==> src/rtl/cache_pkg.sv <==
// Shared cache-side definitions: default line-decoder geometry, request bundle, output-register state.
package cache_pkg;

  localparam int DEF_NUM_OUT = 16;
  localparam int DEF_SEL_W   = 4;

  // Request bundle as presented by the cache controller.
  typedef struct packed {
    logic [DEF_SEL_W-1:0] idx;
    logic                 victim;
    logic                 enable;
  } sel_req_t;

  // Occupancy of the single output register.
  typedef enum logic {
    ST_EMPTY = 1'b0,
    ST_FULL  = 1'b1
  } out_state_e;

endpackage

==> src/rtl/rr_victim_ptr.sv <==
// Round-robin victim pointer: counts 0..NUM_OUT-1 and wraps, stepping once per adv.
module rr_victim_ptr #(
  parameter int NUM_OUT = 16,
  parameter int SEL_W   = $clog2(NUM_OUT)
) (
  input  logic             clk,
  input  logic             rst,
  input  logic             adv,
  output logic [SEL_W-1:0] ptr
);

  logic [SEL_W-1:0] ptr_q;

  // Pointer register; reset wins over a simultaneous advance.
  always_ff @(posedge clk) begin
    if (rst) begin
      ptr_q <= '0;
    end else if (adv) begin
      if (ptr_q == SEL_W'(NUM_OUT - 1)) ptr_q <= '0;
      else                              ptr_q <= ptr_q + 1'b1;
    end
  end

  assign ptr = ptr_q;

endmodule

==> src/rtl/line_select_decoder.sv <==
// Registered index-to-one-hot decoder with valid/ready handshake and a round-robin victim mode.
//
// Handshake: a transfer happens on any rising edge where valid && ready.
// Upstream: in_ready = !out_valid || out_ready, so a held result can drain
// and be replaced in the same cycle. Downstream: out_* hold stable while
// out_valid && !out_ready. No combinational path from in_* to out_*.
module line_select_decoder
  import cache_pkg::*;
#(
  parameter int NUM_OUT = DEF_NUM_OUT,
  parameter int SEL_W   = $clog2(NUM_OUT)
) (
  input  logic               clk,
  input  logic               rst,
  input  logic               in_valid,
  output logic               in_ready,
  input  logic [SEL_W-1:0]   in_idx,
  input  logic               in_victim,
  input  logic               in_enable,
  output logic               out_valid,
  input  logic               out_ready,
  output logic [NUM_OUT-1:0] out_onehot,
  output logic [SEL_W-1:0]   out_idx,
  output logic               out_err
);

  // One-hot of idx; an index beyond the last line yields all zeros.
  function automatic logic [NUM_OUT-1:0] decode(input logic [SEL_W-1:0] idx);
    logic [NUM_OUT-1:0] res;
    res = '0;
    for (int i = 0; i < NUM_OUT; i++) begin
      res[i] = (int'(idx) == i);
    end
    return res;
  endfunction

  out_state_e         state_q;
  out_state_e         state_d;
  logic               accept;
  logic               drain;
  logic [SEL_W-1:0]   rr_ptr;
  logic [SEL_W-1:0]   eff_idx;
  logic               eff_err;
  logic [NUM_OUT-1:0] eff_onehot;

  assign out_valid = (state_q == ST_FULL);
  assign in_ready  = !out_valid || out_ready;
  assign accept    = in_valid && in_ready;
  assign drain     = out_valid && out_ready;

  // Only an accepted victim request consumes a victim slot (even when disabled).
  rr_victim_ptr #(
    .NUM_OUT (NUM_OUT),
    .SEL_W   (SEL_W)
  ) u_rr_ptr (
    .clk (clk),
    .rst (rst),
    .adv (accept && in_victim),
    .ptr (rr_ptr)
  );

  // Effective index, range error and decoded vector for the current request.
  always_comb begin
    eff_idx    = in_victim ? rr_ptr : in_idx;
    eff_err    = !in_victim && (int'(in_idx) >= NUM_OUT);
    eff_onehot = '0;
    if (in_enable && !eff_err) eff_onehot = decode(eff_idx);
  end

  // Output-register occupancy: fill on accept, empty on drain without refill.
  always_comb begin
    state_d = state_q;
    case (state_q)
      ST_EMPTY: if (accept) state_d = ST_FULL;
      ST_FULL:  if (drain && !accept) state_d = ST_EMPTY;
      default:  state_d = ST_EMPTY;
    endcase
  end

  // State register.
  always_ff @(posedge clk) begin
    if (rst) state_q <= ST_EMPTY;
    else     state_q <= state_d;
  end

  // Result register: loads on accept, otherwise holds.
  always_ff @(posedge clk) begin
    if (rst) begin
      out_onehot <= '0;
      out_idx    <= '0;
      out_err    <= 1'b0;
    end else if (accept) begin
      out_onehot <= eff_onehot;
      out_idx    <= eff_idx;
      out_err    <= eff_err;
    end
  end

endmodule
==> config.mk <==
export PLATFORM = sky130hd
export DESIGN_NAME = line_select_decoder
export DESIGN_NICKNAME = d
export VERILOG_FILES = /design/src/rtl/cache_pkg.sv /design/src/rtl/rr_victim_ptr.sv /design/src/rtl/line_select_decoder.sv
export SDC_FILE = /design/constraint.sdc
export NUM_CORES = 1
export LEC_CHECK = 0
export BUFFER_PORTS_ARGS = -buffer_cell sky130_fd_sc_hd__buf_4
export CAP_MARGIN = 25
export CORE_MARGIN = 2
export CORE_UTILIZATION = 50
export DETAILED_ROUTE_END_ITERATION = 10
export GPL_TIMING_DRIVEN = 0
export PLACE_DENSITY = 0.77
export RECOVER_POWER = 50
export SYNTH_ARGS = -nofsm -noshare
export SYNTH_HDL_FRONTEND = slang
export SYNTH_SLANG_ARGS = --single-unit
export TNS_END_PERCENT = 20
==> constraint.sdc <==
create_clock -name clk -period 1.7 [get_ports clk]
set_clock_uncertainty 0.1 [all_clocks]
set_input_delay 0.255 -clock clk [delete_from_list [all_inputs] [get_ports clk]]
set_output_delay 0.255 -clock clk [all_outputs]
set_load 0.02 [all_outputs]
* Word level (Yosys, flattened, before mapping)
Index checks and enable logic that the tools add are counted.
Storage, ports and cells: memory bits (read-only) 0, register bits 25, word-level logic and storage cells 36, memories 0, bits in writable memories 0, bits of input ports 10, bits in latches 0
Operators by class: shift-type cells 0, reduce and logical (&&, ||, !) cells 8, order comparisons 0, equality and inequality tests 16, add/subtract/negate cells 1, divide/modulo/power cells 0, $mul 0, multiplexer cells 6, bitwise gates (word level) 1
Operators with widths (count):
- 4-bit equality test, second input constant | 9
- 4-bit by 3-bit equality test with 1-bit output, second input constant | 4
- 16-bit two-way mux | 1
- 4-bit by 2-bit equality test with 1-bit output, second input constant | 2
- 4-bit two-way mux | 2
- 4-bit by 1-bit adder with 4-bit output, second input constant | 1
- 4-bit by 1-bit equality test with 1-bit output, second input constant | 1
- 1-bit logical AND | 4
- 4-bit zero test | 1
- 1-bit zero test | 2
- 1-bit two-way mux | 2
- 1-bit case mux with 2 select lines | 1
- 1-bit logical OR | 1
- 1-bit inverter | 1

* Depth between registers and ports, before layout
depth after elaboration 7, depth in mapped cells 6, depth with buffers taken out 4

* Modules after synthesis
A second synthesis with hierarchy kept.
Second synthesis, totals: cell total of the unflattened synthesis 119, area, all modules 1109.8 um^2
Modules (own cells, without submodules):
- line_select_decoder | area an instance 929.6 um^2, instances 1, cells an instance 99, sequential area each 420.4 um^2
- rr_victim_ptr | area an instance 180.2 um^2, instances 1, cells an instance 20, sequential area each 80.1 um^2

* Worst setup path after synthesis
No wires, ideal clock.
path type flip-flop to flip-flop, from reg state_q (netlist: out_valid), to reg out_idx[0], slack 0.246 ns, data required time 1.514 ns, setup time 0.086 ns, buffers on the path 2, data arrival time 1.268 ns, stages on the path, launching flop included 7, period minus slack after synthesis 1.454 ns, cells stage by stage dfxtp_1 -> nor2b_1 -> buf_4 -> inv_6 -> and2_1 -> buf_2 -> a211oi_1
On the way: longest elaborated chain between the ends 3
Ends and longest elaborated chain:
- from (decl) | line line_select_decoder.sv:37 | out_state_e state_q;
- from (signal assigned) | line line_select_decoder.sv:83 | else state_q <= state_d;
- 1-bit zero test | line line_select_decoder.sv:47 | assign in_ready = !out_valid || out_ready;
- 1-bit logical OR | line line_select_decoder.sv:47
- net in_ready | line line_select_decoder.sv:16 | output logic in_ready,
- 1-bit logical AND | line line_select_decoder.sv:48 | assign accept = in_valid && in_ready;
- to (signal assigned) | line line_select_decoder.sv:94 | out_idx <= eff_idx;
- to (decl) | line line_select_decoder.sv:23 | output logic [SEL_W-1:0] out_idx,
The timed path passes the listed nets, and every way through them passes these cells. A chain may end at the register's enable or synchronous reset.

* Final worst setup path
from reg u_rr_ptr.ptr_q[0] (netlist: u_rr_ptr.ptr[0]), to reg out_onehot[14]
On the way: longest elaborated chain between the ends 3
Ends and longest elaborated chain:
- from (decl) | line rr_victim_ptr.sv:12 | logic [SEL_W-1:0] ptr_q;
- from (signal assigned) | line rr_victim_ptr.sv:20 | else ptr_q <= ptr_q + 1'b1;
- 4-bit two-way mux | line line_select_decoder.sv:64 | eff_idx = in_victim ? rr_ptr : in_idx;
- 4-bit by 2-bit equality test with 1-bit output | line line_select_decoder.sv:32 | res[i] = (int'(idx) == i);
- 16-bit two-way mux | line line_select_decoder.sv:67 | if (in_enable && !eff_err) eff_onehot = decode(eff_idx);
- to (signal assigned) | line line_select_decoder.sv:93 | out_onehot <= eff_onehot;
- to (decl) | line line_select_decoder.sv:22 | output logic [NUM_OUT-1:0] out_onehot,
Every way passes these cells.

==> run_summary.xml <==
<?xml version="1.0" encoding="UTF-8"?>
<metrics>
  <group name="status">
    <metric name="status" unit="">complete, no violations</metric>
  </group>
  <group name="synthesis">
    <metric name="yosys_warnings" unit="">0</metric>
    <metric name="synth_area" unit="mm2">0.001217</metric>
    <metric name="synth_top_flop_cell" unit="">dfxtp_1</metric>
    <metric name="synth.yosys.seq_area_share" unit="">0.4111</metric>
    <metric name="yosys_register_bits" unit="">25</metric>
    <metric name="async_flop_share" unit="">0</metric>
    <metric name="syn_inst" unit="">137</metric>
    <metric name="syn_avg_cell_area" unit="um2">8.886</metric>
    <metric name="synthDistinctLibCells" unit="">37</metric>
    <metric name="synth.net_count" unit="">148</metric>
    <metric name="synth_edf_count" unit="">0</metric>
  </group>
  <group name="cts">
    <metric name="htree_num_levels" unit="">1</metric>
    <metric name="clkLatencyLatePin" unit="ps">330</metric>
    <metric name="post_cts.resized_instances" unit="">0</metric>
    <metric name="cts_tree" unit="">yes</metric>
    <metric name="numClockSinks" unit="">25</metric>
    <metric name="clk_path_buf_depth" unit="">2</metric>
    <metric name="cts_hold_repair.buffers" unit="">0</metric>
    <metric name="cts.root.buffer_cell" unit="">clkbuf_4</metric>
    <metric name="cts_buffers" unit="">3</metric>
    <metric name="post_cts_repair_timing_setup_buffer_count" unit="">0</metric>
    <metric name="clk_pin_slew_worst_paths" unit="ps">140</metric>
  </group>
  <group name="placed_design">
    <metric name="total_of_buffers_placed_on_input_and_output_ports" unit="">30</metric>
    <metric name="gp_congestion" unit="">0.8297</metric>
    <metric name="detailed_place_hpwl" unit="um">2267</metric>
  </group>
  <group name="global_route">
    <metric name="first_global_vias" unit="">1150</metric>
    <metric name="global_route.overflow_total" unit="">0</metric>
    <metric name="overall_track_demand_over_capacity_in_global_routing" unit="">0.2473</metric>
    <metric name="grt_start_max_net_pins" unit="">16</metric>
    <metric name="antenna_found_initial" unit="">0</metric>
    <metric name="grt_pass1_wl" unit="um">5154</metric>
  </group>
  <group name="floorplan">
    <metric name="fp.coreArea" unit="mm2">0.002255</metric>
    <metric name="floorplan.die.height" unit="um">53.35</metric>
    <metric name="fp.dieW" unit="um">53.35</metric>
    <metric name="initial_utilization" unit="">0.5400</metric>
    <metric name="core_rows" unit="">17</metric>
    <metric name="ioPinCount" unit="">33</metric>
    <metric name="dieArea" unit="mm2">0.002846</metric>
  </group>
  <group name="detailed_routing">
    <metric name="final_routed_wirelength_across_all_metal_layers" unit="um">3072</metric>
    <metric name="via_count" unit="">1218</metric>
    <metric name="wire_per_inst" unit="um">15.44</metric>
    <metric name="detail-route-antenna-nets" unit="">0</metric>
    <metric name="first_iter_violations" unit="">52</metric>
    <metric name="detail_route.drc_violations" unit="">0</metric>
    <metric name="vias_per_cell" unit="">6.121</metric>
    <metric name="drt-pass1-iter-count" unit="">4</metric>
    <metric name="route.layer.met1.wl" unit="um">1383</metric>
    <metric name="met2WireLength" unit="um">1495</metric>
    <metric name="highest-signal-layer" unit="">met4</metric>
    <metric name="routed-wl-met3" unit="um">149</metric>
  </group>
  <group name="layout">
    <metric name="finish.net_count" unit="">183</metric>
    <metric name="commonest_cells_after_routing_fill_and_taps_aside" unit="">clkbuf_1, dfxtp_1, nand2_1</metric>
    <metric name="layout.area.seq" unit="um2">500.5</metric>
    <metric name="fill_cells" unit="">213</metric>
    <metric name="final_layout_size_suffix_gt1_frac" unit="">0.1637</metric>
    <metric name="n_antenna_cell" unit="">0</metric>
    <metric name="final_core_utilization" unit="">0.6404</metric>
    <metric name="mostFrequentLayoutCell" unit="">clkbuf_1</metric>
    <metric name="multi_input_area" unit="um2">619.3</metric>
    <metric name="area_growth_syn_to_layout" unit="%">18.60</metric>
  </group>
  <group name="power">
    <metric name="power_per_cell_area" unit="mW/mm2">738.6</metric>
    <metric name="leakage" unit="uW">0.0004918</metric>
    <metric name="ir_worst_vdd" unit="mV">0.6682</metric>
  </group>
  <group name="timing">
    <metric name="finalHoldViolCount" unit="">0</metric>
    <metric name="period_minus_slack" unit="ps">1561</metric>
    <metric name="maxSlewViolCount" unit="">0</metric>
    <metric name="max_freq" unit="MHz">640.8</metric>
    <metric name="rsz0062_at_grt" unit="">no</metric>
    <metric name="layout_worst_path_cycle_share" unit="">0.9180</metric>
    <metric name="final.setup.tns" unit="ps">0</metric>
    <metric name="setup_viol_count_final" unit="">0</metric>
  </group>
  <group name="worst_setup_path">
    <metric name="cp.required" unit="ps">1830</metric>
    <metric name="critical-path-slowest-cell" unit="">a32oi_1</metric>
    <metric name="crit_path_max_incr_delay" unit="ps">370</metric>
    <metric name="critical_path_arrival" unit="ps">1690</metric>
    <metric name="timing.critical_path.to_type" unit="">register</metric>
    <metric name="critical_path_class" unit="">register to register</metric>
    <metric name="worst_setup_path_start_kind" unit="">register</metric>
    <metric name="critPathMaxFanout" unit="">9</metric>
    <metric name="path_cells" unit="">clkbuf_1 -&gt; inv_1 -&gt; a32oi_1 -&gt; o32ai_1</metric>
  </group>
  <group name="job">
    <metric name="drv_cap" unit="">0</metric>
  </group>
  <group name="min_path">
    <metric name="holdCritPathClass" unit="">input port to register</metric>
  </group>
</metrics>
state kept, by name, summed over array words and instances, names as in the netlist:
name,cells
u_rr_ptr.ptr,4
out_valid,1
out_onehot,16
out_idx,4
stage by stage:
| stage | worst slack [ps] | cells | area, um2 | total power, uW | hold slack (ps) |
|---|---|---|---|---|---|
| after CTS | 57.01 | 199 | 1508 | 1072 | 175.1 |
| after global routing | 1.474 | 199 | 1444 | 1104 | 196.2 |
| after detailed placement | 76.86 | 195 | 1478 | 805.2 | 368.4 |
| after global placement | 175.8 | 195 | 1478 | 799.3 | 361.8 |
| final | 139.4 | 199 | 1444 | 1066 | 176.0 |
| after floorplan | 246.0 | 137 | 1217 | 736.9 | 387.5 |
critical path: cells and delay by family (launching register included):
family,cells,cell delay (ps)
DFF,1,360
buffers and inverters,2,470
AOI/OAI and AO/OA,2,530
metal layers:
layer  up-vias  GRT usage
met3         5    0.03390
li1        587          -
met2        40     0.4136
met5         -          0
met4         0     0.1111
met1       586     0.3118
logic make-up after synthesis:
kind of cell | after synthesis | share of synthesized area
adders and majority gates | 1 | 0.01028
muxes | 2 | 0.01644
DFF | 25 | 0.4111
AOI/OAI and AO/OA | 46 | 0.2765
and+or+nand+nor | 41 | 0.1901
buffers and inverters | 21 | 0.09248
other | 1 | 0.003080
final timing paths:
path	startpoint	end	slack, ps	cells after the start
max reg2reg	u_rr_ptr.ptr[0]	out_onehot[14]	140	4
min	rst	out_onehot[6]	180	4
min reg2reg	out_onehot[11]	out_onehot[11]	390	2
max	u_rr_ptr.ptr[0]	out_onehot[14]	140	4
cells in the mapped netlist, types with 2 or more instances:
cell type	count	share of area
nand2_1	17	0.052
o21ai_1	2	0.0082
o41ai_1	2	0.014
o21ai_0	2	0.0082
nand4_1	2	0.010
inv_1	4	0.012
mux2i_1	2	0.016
a211oi_1	4	0.025
clkbuf_1	5	0.015
a21oi_1	10	0.041
and4b_1	2	0.016
a32oi_1	5	0.036
nor3b_1	2	0.012
a31oi_1	3	0.015
dfxtp_1	25	0.41
nor2b_1	3	0.015
buf_6	2	0.018
nor2_1	6	0.018
o32ai_1	16	0.12
buf_4	2	0.012
buf_2	5	0.021
layout make-up:
type	count	area share
clock inverter	1	0.005199
buffer	14	0.05633
sequential	25	0.3466
multi-input combinational	91	0.4289
clock buffer	3	0.01560
tap	28	0.02426
timing repair buffer	30	0.1014
inverter	7	0.02166
where the power goes:
group          total [uW]  switching, uW  internal (uW)
clock network         278            188           90.3
logic                 182            118           63.6
registers             606           6.51            600
total                1070            313            754
No activity file was read; power rests on OpenSTA's default activity.
